### src/rtl/nn_param_sequencer.sv
`default_nettype none
// ============================================================================
// Module   : nn_param_sequencer
// Purpose  : Loads the 4-neuron network's parameter shift register one byte
//            per external strobe, then sequences inference requests
//            (input capture, fixed compute latency, result-valid pulse).
// Ports    : clk, reset       - clock / synchronous active-high reset
//            start            - begin or restart a parameter load
//            byte_strobe      - asynchronous byte strobe from the pins
//            data_in[7:0]     - parameter byte from the pins
//            run              - request one inference
//            selector[1:0]    - parameter register control (01 shift, 00 hold)
//            data_out[7:0]    - registered byte for the parameter register
//            load_count[4:0]  - bytes shifted since the last start
//            loaded           - full parameter set present
//            busy             - loading or inferring
//            x_capture        - one-cycle pulse latching network inputs
//            result_valid     - one-cycle pulse, network output valid
//            error            - sticky protocol-violation flag
// Revision : 1.0 - initial release
// ============================================================================
module nn_param_sequencer #(
    parameter int N_PARAMS       = 20,
    parameter int COMPUTE_CYCLES = 2
) (
    input  logic       clk,
    input  logic       reset,
    input  logic       start,
    input  logic       byte_strobe,
    input  logic [7:0] data_in,
    input  logic       run,
    output logic [1:0] selector,
    output logic [7:0] data_out,
    output logic [4:0] load_count,
    output logic       loaded,
    output logic       busy,
    output logic       x_capture,
    output logic       result_valid,
    output logic       error
);

    localparam logic [4:0] c_N_PARAMS = N_PARAMS[4:0];
    localparam int         c_CW       = (COMPUTE_CYCLES > 1) ? $clog2(COMPUTE_CYCLES) : 1;
    localparam logic [c_CW-1:0] c_CC_LOAD = c_CW'(COMPUTE_CYCLES - 1);

    typedef enum logic [2:0] {
        S_IDLE       = 3'd0,
        S_LOAD_WAIT  = 3'd1,
        S_LOAD_SHIFT = 3'd2,
        S_READY      = 3'd3,
        S_CAPTURE    = 3'd4,
        S_COMPUTE    = 3'd5,
        S_DONE       = 3'd6
    } state_t;

    state_t          r_state;
    state_t          w_state_nxt;

    logic            r_s1;
    logic            r_s2;
    logic            r_s3;
    logic            w_edge;

    logic [7:0]      r_data;
    logic [7:0]      w_data_nxt;
    logic [4:0]      r_count;
    logic [4:0]      w_count_nxt;
    logic [4:0]      w_count_inc;
    logic            r_loaded;
    logic            w_loaded_nxt;
    logic            r_error;
    logic            w_error_nxt;
    logic            w_clear;
    logic            w_violation;
    logic [c_CW-1:0] r_cc;
    logic [c_CW-1:0] w_cc_nxt;

    // Strobe synchronizer plus a delay flop for rising-edge detection.
    assign w_edge = r_s2 & ~r_s3;

    // Saturating increment: the count never passes the full-set size.
    assign w_count_inc = (r_count < c_N_PARAMS) ? (r_count + 5'd1) : r_count;

    always_ff @(posedge clk) begin
        if (reset) begin
            r_state  <= S_IDLE;
            r_s1     <= 1'b0;
            r_s2     <= 1'b0;
            r_s3     <= 1'b0;
            r_data   <= 8'd0;
            r_count  <= 5'd0;
            r_loaded <= 1'b0;
            r_error  <= 1'b0;
            r_cc     <= '0;
        end else begin
            r_state  <= w_state_nxt;
            r_s1     <= byte_strobe;
            r_s2     <= r_s1;
            r_s3     <= r_s2;
            r_data   <= w_data_nxt;
            r_count  <= w_count_nxt;
            r_loaded <= w_loaded_nxt;
            r_error  <= w_error_nxt;
            r_cc     <= w_cc_nxt;
        end
    end

    always_comb begin
        w_state_nxt  = r_state;
        w_data_nxt   = r_data;
        w_count_nxt  = r_count;
        w_loaded_nxt = r_loaded;
        w_cc_nxt     = r_cc;
        w_clear      = 1'b0;

        case (r_state)
            S_IDLE: begin
                if (start) begin
                    w_state_nxt = S_LOAD_WAIT;
                    w_clear     = 1'b1;
                end
            end
            S_LOAD_WAIT: begin
                if (start) begin
                    w_clear = 1'b1;
                end else if (w_edge) begin
                    w_state_nxt = S_LOAD_SHIFT;
                    w_data_nxt  = data_in;
                end
            end
            S_LOAD_SHIFT: begin
                // A restart abandons this shift; the register still shifts this
                // cycle but the count is discarded.
                if (start) begin
                    w_state_nxt = S_LOAD_WAIT;
                    w_clear     = 1'b1;
                end else begin
                    w_count_nxt = w_count_inc;
                    if (w_count_inc == c_N_PARAMS) begin
                        w_state_nxt  = S_READY;
                        w_loaded_nxt = 1'b1;
                    end else begin
                        w_state_nxt = S_LOAD_WAIT;
                    end
                end
            end
            S_READY: begin
                if (start) begin
                    w_state_nxt = S_LOAD_WAIT;
                    w_clear     = 1'b1;
                end else if (run) begin
                    w_state_nxt = S_CAPTURE;
                end
            end
            S_CAPTURE: begin
                w_state_nxt = S_COMPUTE;
                w_cc_nxt    = c_CC_LOAD;
            end
            S_COMPUTE: begin
                if (r_cc == '0) begin
                    w_state_nxt = S_DONE;
                end else begin
                    w_cc_nxt = r_cc - 1'b1;
                end
            end
            S_DONE: begin
                w_state_nxt = S_READY;
            end
            default: begin
                w_state_nxt = S_IDLE;
            end
        endcase

        if (w_clear) begin
            w_count_nxt  = 5'd0;
            w_loaded_nxt = 1'b0;
        end

        w_violation = (w_edge && (r_state != S_LOAD_WAIT)) ||
                      (run    && (r_state != S_READY));

        // A violation seen in the same cycle as an accepted start still flags.
        w_error_nxt = w_clear ? 1'b0 : r_error;
        if (w_violation) begin
            w_error_nxt = 1'b1;
        end
    end

    assign selector     = {1'b0, (r_state == S_LOAD_SHIFT)};
    assign data_out     = r_data;
    assign load_count   = r_count;
    assign loaded       = r_loaded;
    assign busy         = (r_state == S_LOAD_WAIT)  || (r_state == S_LOAD_SHIFT) ||
                          (r_state == S_CAPTURE)    || (r_state == S_COMPUTE)    ||
                          (r_state == S_DONE);
    assign x_capture    = (r_state == S_CAPTURE);
    assign result_valid = (r_state == S_DONE);
    assign error        = r_error;

endmodule
`default_nettype wire

### config.mk
export PLATFORM = sky130hd
export DESIGN_NAME = nn_param_sequencer
export DESIGN_NICKNAME = d
export VERILOG_FILES = /design/src/rtl/nn_param_sequencer.sv
export SDC_FILE = /design/constraint.sdc
export NUM_CORES = 1
export LEC_CHECK = 0
export ABC_AREA = 1
export CORE_UTILIZATION = 46
export DETAILED_ROUTE_END_ITERATION = 7
export HOLD_SLACK_MARGIN = 0.12
export PLACE_DENSITY = 0.78
export SLEW_MARGIN = 30
export SYNTH_ARGS = -nofsm -noshare
export SYNTH_HDL_FRONTEND = slang
export SYNTH_SLANG_ARGS = --single-unit
### constraint.sdc
create_clock -name clk -period 1.4 [get_ports clk]
set_input_delay 0.21 -clock clk [delete_from_list [all_inputs] [get_ports clk]]
set_output_delay 0.21 -clock clk [all_outputs]
set_load 0.02 [all_outputs]
# --- Yosys cells after proc, flatten, opt, wreduce, memory -nomap -nowiden ---
# Index checks and enable logic that the tools add are counted.
word_totals:
  in_bits: 13
  reg_bits: 22
  out_inout_bits: 20
  elab_cells: 61
op_classes:
  muxes: 16
  n_lt_le_gt_ge: 1
  n_bitwise: 3
  n_eq_ne: 14
  addsub: 2
  n_reduce_logical: 16
ops:
  columns: ["op", "n"]
  rows:
  - ["3-bit one-hot mux with 7 select lines", 1]
  - ["3-bit 2-to-1 mux", 6]
  - ["3-bit == test, second input constant", 3]
  - ["2-bit != test, second input constant", 4]
  - ["3-bit by 2-bit == test with 1-bit output, second input constant", 2]
  - ["3-bit AND reduction", 2]
  - ["5-bit by 1-bit adder with 5-bit output, second input constant", 1]
  - ["5-bit == test, second input constant", 1]
  - ["1-bit logical OR", 5]
  - ["5-bit less-than comparator, second input constant", 1]
  - ["1-bit 2-to-1 mux", 5]
  - ["5-bit 2-to-1 mux", 1]
  - ["5-bit AND reduction", 1]
  - ["2-bit 2-to-1 mux", 2]
  - ["2-bit nonzero test", 2]
  - ["4-bit OR reduction", 1]
  - ["3-bit by 1-bit == test with 1-bit output, second input constant", 1]
  - ["3-bit logical NOT", 1]
  - ["3-bit by 1-bit != test with 1-bit output, second input constant", 1]
  - ["3-bit by 2-bit != test with 1-bit output, second input constant", 1]
  - ["3-bit != test, second input constant", 1]
  - ["1-bit logical AND", 2]
  - ["1-bit NOT", 2]
  - ["1-bit one-hot mux with 2 select lines", 1]
  - ["4 further kinds", 4]

# --- Longest topological paths before layout ---
# Gate-level depths: netlist of the first run.
logic_depth:
  word_depth: 6
  ltp_mapped: 11
  ltp_nobuf: 11

# --- Worst setup path after synthesis of the first run ---
# Ideal clock, no wire load.
synth_timing:
  kind: "register -> register"
  start: "reg r_count[0] (netlist: load_count[0])"
  end: "reg r_state[1]"
  period_less_slack_ps: 1392
  setup_slack_ps: 8
  setup_time_ps: 70
  path_buffers: 0
  path_stages_with_launch: 10
  t_required_ps: 1330
  arrival_time_ps: 1322
  cell_sequence: "dfxtp_1 ha_1 nor2_1 o21ai_0 nand2_1 nor2_1 nand2_1 nand2_1 nand2_1 a21oi_1"
synth_between:
  elab_chain_len: 6
  word_cells_on_any_way: 7
  cone_classes: "1 x add/sub; 1 x order compare; 1 x eq/ne; 4 x mux"
synth_rtl:
  columns: ["item", "line_no", "text"]
  rows:
  - ["from (decl)", "66", "logic [4:0] r_count;"]
  - ["from (signal assigned)", "101", "r_count <= w_count_nxt;"]
  - ["5-bit by 1-bit adder with 5-bit output / 5-bit less-than comparator (equally long branches)", "82", "assign w_count_inc = (r_count < c_N_PARAMS) ? (r_count + 5'd1) : r_count;"]
  - ["5-bit 2-to-1 mux *", "82", null]
  - ["5-bit == test *", "139", "if (w_count_inc == c_N_PARAMS) begin"]
  - ["2-bit 2-to-1 mux *", "139", null]
  - ["2-bit 2-to-1 mux *", "134", "if (start) begin"]
  - ["3-bit one-hot mux with 7 select lines *", "116", "case (r_state)"]
  - ["to (signal assigned)", "96", "r_state <= w_state_nxt;"]
  - ["to (decl)", "56", "state_t r_state;"]
# Every way passes the cells marked *; elsewhere a longest branch is shown, timed or not.
# A chain may end at the register's enable or synchronous reset.

# --- Worst setup path after layout of the first run ---
layout_timing:
  start: "reg r_state[1]"
  end: "out busy"
layout_between:
  elab_chain_len: 5
  word_cells_on_any_way: 9
  cone_classes: "5 x eq/ne; 4 x reduce/logical"
layout_rtl:
  columns: ["item", "line_no", "text"]
  rows:
  - ["3-bit by 1-bit == test with 1-bit output / 3-bit by 2-bit == test with 1-bit output (equally long branches)", "193", "assign busy = (r_state == S_LOAD_WAIT) || (r_state == S_LOAD_SHIFT) ||"]
  - ["1-bit logical OR (2 in a row)", "193", null]
  - ["1-bit logical OR", "194", "(r_state == S_CAPTURE) || (r_state == S_COMPUTE) ||"]
  - ["1-bit logical OR *", "194", null]
  - ["to (decl)", "36", "output logic busy,"]
# Marks and branches as above.

==> impl_metrics.toml, run 1 <==
[status]
outcome = "finished, violations left"
violations = "setup timing"

[critical_path]
reg2reg_setup_slack_ns = -0.05
crit_top_cell = "buf_6"
crit_path_end_kind = "primary output"
critPathLaunchType = "flop"
worstSetupPathType = "flop to primary output"
r2r_end = "r_state[1]"
cp_slowest_cell = "dfxtp_2"
crit_fanout = 3
worstSetupPathDepth = 6
slowest_delay_ns = 0.38
cp.required_ns = 1.19
critical_path.cell_chain = "inv_2 -> buf_4 -> buf_6 -> nand3_4 -> nand3b_1 -> buf_6"
r2r_start = "r_state[2]"
worst-path-buf-inv = 4
critPathArrivalTime_ns = 1.27
cp_top_family = "buffers and inverters"
ff2ff_path_depth = 11

[synthesis]
synth_flop_cell = "dfxtp_1"
ys_types = 23
ys_seq_area_share_pct = 40.0
ys_seq_elements = 22
syn_nets = 175
synth_area_per_cell_um2 = 6.84
async_flop_share_pct = 0
synth_edf_count = 0
netlist_area_um2 = 1100
synthCells = 161
ys_warn_count = 0

[cts]
cts_buffers = 3
clockBufferDepth = 2
numClockSinks = 22
clock_latency_ns = 0.32
h-tree-depth = 1
hold_buffers = 0
cts-root-buf = "clkbuf_4"
cts.clk_slew.worst_paths_ns = 0.14
cts_tree = "built"

[detailed_routing]
vias_per_cell = 4.96
firstDrtPassIters = 4
drt-initial-drc-count = 43
wl_per_cell_um = 12.3
drcViolationCount = 0
ant_nets = 0
num_vias = 1236
wirelength_um = 3070

[grt]
track_usage_pct = 25.0
grt.busiest_layer = "met2"
grt_start_max_net_pins = 14
grt_use_met3_pct = 4.76
met1_usage_pct = 29.0
grt_pass1_vias = 1202
gr-usage-met2_pct = 45.2
grt_pass1_wl_um = 4920
antenna_found_initial = 0
grt.overflow.total = 0

[timing]
fin_skew_ns = 0.0182
setup_viol = 14
fin_crit_sh_pct = 106
layout_setup_ws_ns = -0.0789
fin_crit_ns = 1.48
rsz0062_at_grt = "yes"
finalHoldViolations = 0
hold_ws_ns = 0.418
fmax_mhz = 676
drv_slew = 0

[pwr]
clkPwrFrac_pct = 30.0
p_sw_w = 0.000465
power-per-cell-area_nw_per_um2 = 932
power_w = 0.00165
leakage_nw = 0.920
seqPwrFrac_pct = 41.5
power.internal_w = 0.00118
switching_share_pct = 28.2
combPwrFrac_pct = 28.6
ir_worst_vdd_mv = 0.878

[finish]
area_delta_synth_final_pct = 60.3
nets = 236
n_antenna_cell = 0
drive_gt1_share_pct = 35.3

[worst_hold_path]
hold_depth = 3
hp-start = "byte_strobe"
hp-class = "input port to flop"
min_to = "r_s1"

[floorplan]
die_w_um = 50.9
start_util_pct = 49.3
die_area_um2 = 2590
io_pins = 33
chipHeight_um = 50.9
std_cell_rows = 17
coreArea_um2 = 2230

[place]
portBuffers = 31
dp_hpwl_um = 2120
place_congestion = 0.863

[job]
maxCapViolCount = 0
-- layout by cell type, fill, tap and decap left out, types with 9 or more instances in the layout --
master,instances
o21ai_0,12
dlygate4sd2_1,15
nor2_1,25
inv_1,21
nand3_1,9
nand2_1,25
buf_6,10
dfxtp_1,14
clkdlybuf4s50_1,12
buf_4,21
-- cells in the mapped netlist (2+ instances only) --
cell / instances / share of area (%)
nand2_1: 30 / 10
nor2_1: 30 / 10
inv_1: 26 / 8.9
dfxtp_1: 22 / 40
o21ai_0: 14 / 6.4
nand3_1: 9 / 4.1
a21oi_1: 7 / 3.2
inv_2: 4 / 1.4
nand3_2: 3 / 2.7
buf_6: 2 / 2.0
nor2_2: 2 / 1.1
-- power groups by stage --
stage                     clock network, W  registers, W  logic, W
after CTS                         0.000501      0.000677  0.000420
after detailed placement                 0      0.000687  0.000391
after floorplan                          0      0.000695  0.000205
after global routing              0.000537      0.000685  0.000508
final                             0.000493      0.000683  0.000470
after global placement                   0      0.000685  0.000381
-- cell type report --
class	count	area [um^2]
Clock inverter	1	30.0
Clock buffer	3	22.5
Multi-Input combinational cell	106	581
Inverter	30	118
Fill cell	159	468
Tap cell	28	35.0
Sequential cell	22	453
Timing Repair Buffer	59	527
-- logic make-up (layout without fill, tap and decap cells) --
| group | Yosys count | in the layout | synth area share [%] |
|---|---|---|---|
| fa+ha+maj | 1 | 1 | 1.14 |
| flops | 22 | 22 | 40.0 |
| simple gates | 79 | 79 | 33.3 |
| buf+inv | 33 | 93 | 13.0 |
| compound gates | 25 | 25 | 12.3 |
| other cells | 1 | 1 | 0.341 |
-- repair_timing --
item / in CTS / in global routing
endpoints found under the setup margin: 20 / 21
resized for setup: 48 / 33
buffers inserted: 4 / 4
pin swaps: 5 / 9
-- worst min-delay path: cells and delay by family --
family	cells	cell delay, ns
buf+inv	2	0.45
simple gates	1	0.03
-- worst max-delay path by stage --
stage / from / end / slack, ns
final: r_state[1] / busy / -0.08
after global routing: r_state[1] / busy / -0.19
after CTS: r_state[0] / r_state[1] / -0.13
after detailed placement: r_state[0] / busy / -0.19
after global placement: r_state[0] / result_valid / -0.15
after floorplan: load_count[0] / r_state[1] / 0.008
-- stage by stage --
stage / setup TNS, ns / util, % / std cells / worst slack [ns] / area, um^2
2_1_floorplan: 0 / - / 161 / 0.00813 / 1100
5_1_grt: -1.84 / 79.0 / 249 / -0.190 / 1770
3_5_place_dp: -2.14 / 70.8 / 239 / -0.193 / 1580
6_report: -0.448 / 79.0 / 249 / -0.0789 / 1770
3_3_place_gp: -1.63 / 70.8 / 239 / -0.154 / 1580
4_1_cts: -0.432 / 75.0 / 247 / -0.132 / 1670
-- layer usage --
layer	share of wire (%)	routed length, um	vias up
met3	4.1	126	6
met2	51	1560	52
met4	1.4	43	0
met5	0	0	-
met1	44	1340	560
li1	-	-	618
-- state kept, by name, summed over array words and instances (netlist names) --
| register | flops |
|---|---|
| r_state | 3 |
| loaded | 1 |
| r_s3 | 1 |
| r_cc | 1 |
| error | 1 |
| r_s1 | 1 |
| r_s2 | 1 |
| load_count | 5 |
| data_out | 8 |
Note: power is estimated with default switching activity, not from simulation.
==> run 2: changes to the inputs <==
--- a/config.mk
+++ b/config.mk
@@ -6,6 +6,7 @@
 export NUM_CORES = 1
 export LEC_CHECK = 0
 export ABC_AREA = 1
+export CAP_MARGIN = 0
 export CORE_UTILIZATION = 46
 export DETAILED_ROUTE_END_ITERATION = 7
 export HOLD_SLACK_MARGIN = 0.12
==> results of run 2 <==
Same layout as run 1: the final DEF is identical, and so are final timing and power.
==> run 3: changes to the inputs <==
--- a/config.mk
+++ b/config.mk
@@ -5,12 +5,12 @@
 export SDC_FILE = /design/constraint.sdc
 export NUM_CORES = 1
 export LEC_CHECK = 0
-export ABC_AREA = 1
+export ABC_AREA = 0
 export CAP_MARGIN = 0
-export CORE_UTILIZATION = 46
+export CORE_UTILIZATION = 44
 export DETAILED_ROUTE_END_ITERATION = 7
 export HOLD_SLACK_MARGIN = 0.12
-export PLACE_DENSITY = 0.78
+export PLACE_DENSITY = 0.76
 export SLEW_MARGIN = 30
 export SYNTH_ARGS = -nofsm -noshare
 export SYNTH_HDL_FRONTEND = slang
==> run 3 against run 2 <==
Against the previous run:
- the run still ends with setup timing left
- synthesized area decreased by 10%
- critical path depth decreased by 1
- final cell count decreased by 27%
- sequential cell count unchanged
- register-to-register slack got worse by 0.08 ns
- non-clock buffer count decreased by 9
- first-iteration DRC count decreased by 79%
- clock power decreased by 42%
- sequential share of layout area increased by 3.8 points
- sequential power decreased by 3.4%
- largest cell class unchanged
==> impl_metrics.toml, run 3 <==
[worst_hold_path]
hp-start = "r_s1"
min_to = "r_s2"
hold_depth = 1
hp-class = "flop to flop"

[synthesis]
syn_nets = 121
synth_top_cell_by_area = "dfxtp_1"
synth_edf_count = 0
netlist_area_um2 = 987
async_flop_share_pct = 0
synth.area.top_cells = "dfxtp_1 45%, mux2i_1 8.1%, nor2_1 6.1%"
ys_warn_count = 0
ys_seq_area_share_pct = 44.6
ys_seq_elements = 22
synth_top_cell_area_share_pct = 44.6
yosys.cell_count.top_type = "dfxtp_1"
synthTopCellsByCount = "22 x dfxtp_1, 16 x nor2_1, 8 x mux2i_1"
synth_flop_cell = "dfxtp_1"
synthCells = 107
ys_types = 33
synth_area_per_cell_um2 = 9.23

[cts]
cts.clk_slew.worst_paths_ns = 0.12
numClockSinks = 22
cts_tree = "built"
hold_buffers = 0
cts_buffers = 3
clockBufferDepth = 2
cts-root-buf = "clkbuf_4"
h-tree-depth = 1
clock_latency_ns = 0.30

[pwr]
power-per-cell-area_nw_per_um2 = 767
leakage_nw = 0.729
power.internal_w = 0.000860
switching_share_pct = 25.9
combPwrFrac_pct = 18.5
ir_worst_vdd_mv = 0.604
p_sw_w = 0.000301
clkPwrFrac_pct = 24.7
seqPwrFrac_pct = 56.9

[grt]
grt_start_max_net_pins = 17
antenna_found_initial = 0
grt_pass1_vias = 932
grt_pass1_wl_um = 3970
grt.overflow.total = 0
track_usage_pct = 21.5

[floorplan]
die_w_um = 49.4
die_area_um2 = 2440
io_pins = 33
coreArea_um2 = 2040
std_cell_rows = 16
start_util_pct = 48.3
chipHeight_um = 49.4

[critical_path]
crit_fanout = 6
cp_top_family = "simple AND/OR/NAND/NOR gates"
r2r_end = "r_state[1]"
critPathLaunchType = "flop"
critical_path.cell_chain = "buf_12 -> or3_4 -> or2_1 -> and3b_1 -> a221oi_2"
critPathArrivalTime_ns = 1.75
worst-path-buf-inv = 1
cp.required_ns = 1.63
worstSetupPathType = "flop to flop"
ff2ff_path_depth = 5
reg2reg_setup_slack_ns = -0.13
cp_slowest_cell = "dfxtp_2"
crit_path_end_kind = "flop"
r2r_start = "r_state[2]"
slowest_delay_ns = 0.35

[place]
place_congestion = 0.870
portBuffers = 31
dp_hpwl_um = 1650
dpl-instance-area_um2 = 1420

[timing]
drv_slew = 0
fmax_mhz = 655
setup_viol = 15
rsz0062_at_grt = "yes"
fin_crit_sh_pct = 109
fin_skew_ns = 0.00505
finalHoldViolations = 0
finalSetupTns_ns = -0.510
hold_ws_ns = 0.454
fin_crit_ns = 1.53
layout_setup_ws_ns = -0.127

[finish]
fin_area_um2 = 1510
final_cell_mix = "18 x dfxtp_1, 18 x buf_4, 15 x nor2_1, 15 x dlygate4sd2_1, 11 x clkdlybuf4s50_1"
multi_input_area_um2 = 563
post-route-util_pct = 74.1
nets = 170
n_antenna_cell = 0
area_delta_synth_final_pct = 53.4
largest_register_ffs = 8
drive_gt1_share_pct = 26.6
regArea_um2 = 445
fill_cells = 167

[status]
violations = "setup timing"
outcome = "finished, violations left"

[detailed_routing]
met1_length_um = 1050
wirelength_um = 2440
drcViolationCount = 0
top_layer_used = "met4"
num_vias = 944
firstDrtPassIters = 4
wl_per_cell_um = 13.5
wl_met2_um = 1230
vias_per_cell = 5.22
drt-initial-drc-count = 9
ant_nets = 0
wl_met3_um = 116

[job]
maxCapViolCount = 0
run 3: final cells by class:
cell class | instances | area share, %
multi-input combinational | 78 | 37.2
sequential | 22 | 29.4
timing repair buffer | 50 | 29.4
tap | 27 | 2.23
clock buffer | 3 | 1.49
inverter | 1 | 0.248
run 3: cell families (layout without fill, tap and decap cells):
group | after synthesis | after routing | synth area share (%)
simple gates | 48 | 48 | 27.8
xor+xnor | 2 | 2 | 1.77
fa+ha+maj | 1 | 1 | 1.27
flops | 22 | 22 | 44.6
buf+inv | 7 | 54 | 3.42
other cells | 1 | 1 | 0.380
compound gates | 18 | 18 | 12.7
mux | 8 | 8 | 8.11
run 3: layer usage:
metal / up-vias / track usage [%]
li1: 469 / -
met1: 439 / 25.2
met2: 30 / 37.2
met3: 6 / 4.36
met4: 0 / 9.80
met5: - / 0
run 3: power by group through the flow:
stage | registers [W] | logic (W) | clock network (W)
after floorplan | 0.000671 | 0.0000982 | 0
after global placement | 0.000669 | 0.000192 | 0
after detailed placement | 0.000671 | 0.000193 | 0
after CTS | 0.000658 | 0.000195 | 0.000293
after global routing | 0.000663 | 0.000230 | 0.000307
final | 0.000660 | 0.000214 | 0.000286
run 3: worst max-delay path by stage:
stage	startpoint	to	depth (start not counted)
final	r_state[2]	r_state[1]	5
after global routing	r_state[2]	r_state[1]	5
after CTS	r_state[2]	r_state[1]	5
after detailed placement	start	r_state[1]	5
after global placement	start	r_state[1]	5
after floorplan	r_state[2]	r_state[1]	4
run 3: repair_timing:
action	CTS	global route
endpoints found under the hold margin	0	0
setup buffers	4	2
endpoints found under the setup margin	32	18
pin swaps	8	6
resized for setup	39	12
run 3: worst register-to-register path: stages, from the launching register on:
cell      delay, ns
dfxtp_2        0.35
buf_12         0.13
or3_4          0.33
or2_1          0.24
and3b_1        0.19
a221oi_2       0.22
run 3: per-stage QoR:
step	setup WS [ns]	total power [W]	instances
2_1_floorplan	0.00351	0.000769	107
3_3_place_gp	-0.382	0.000861	172
3_5_place_dp	-0.408	0.000864	172
4_1_cts	-0.129	0.00115	179
5_1_grt	-0.168	0.00120	181
6_report	-0.127	0.00116	181
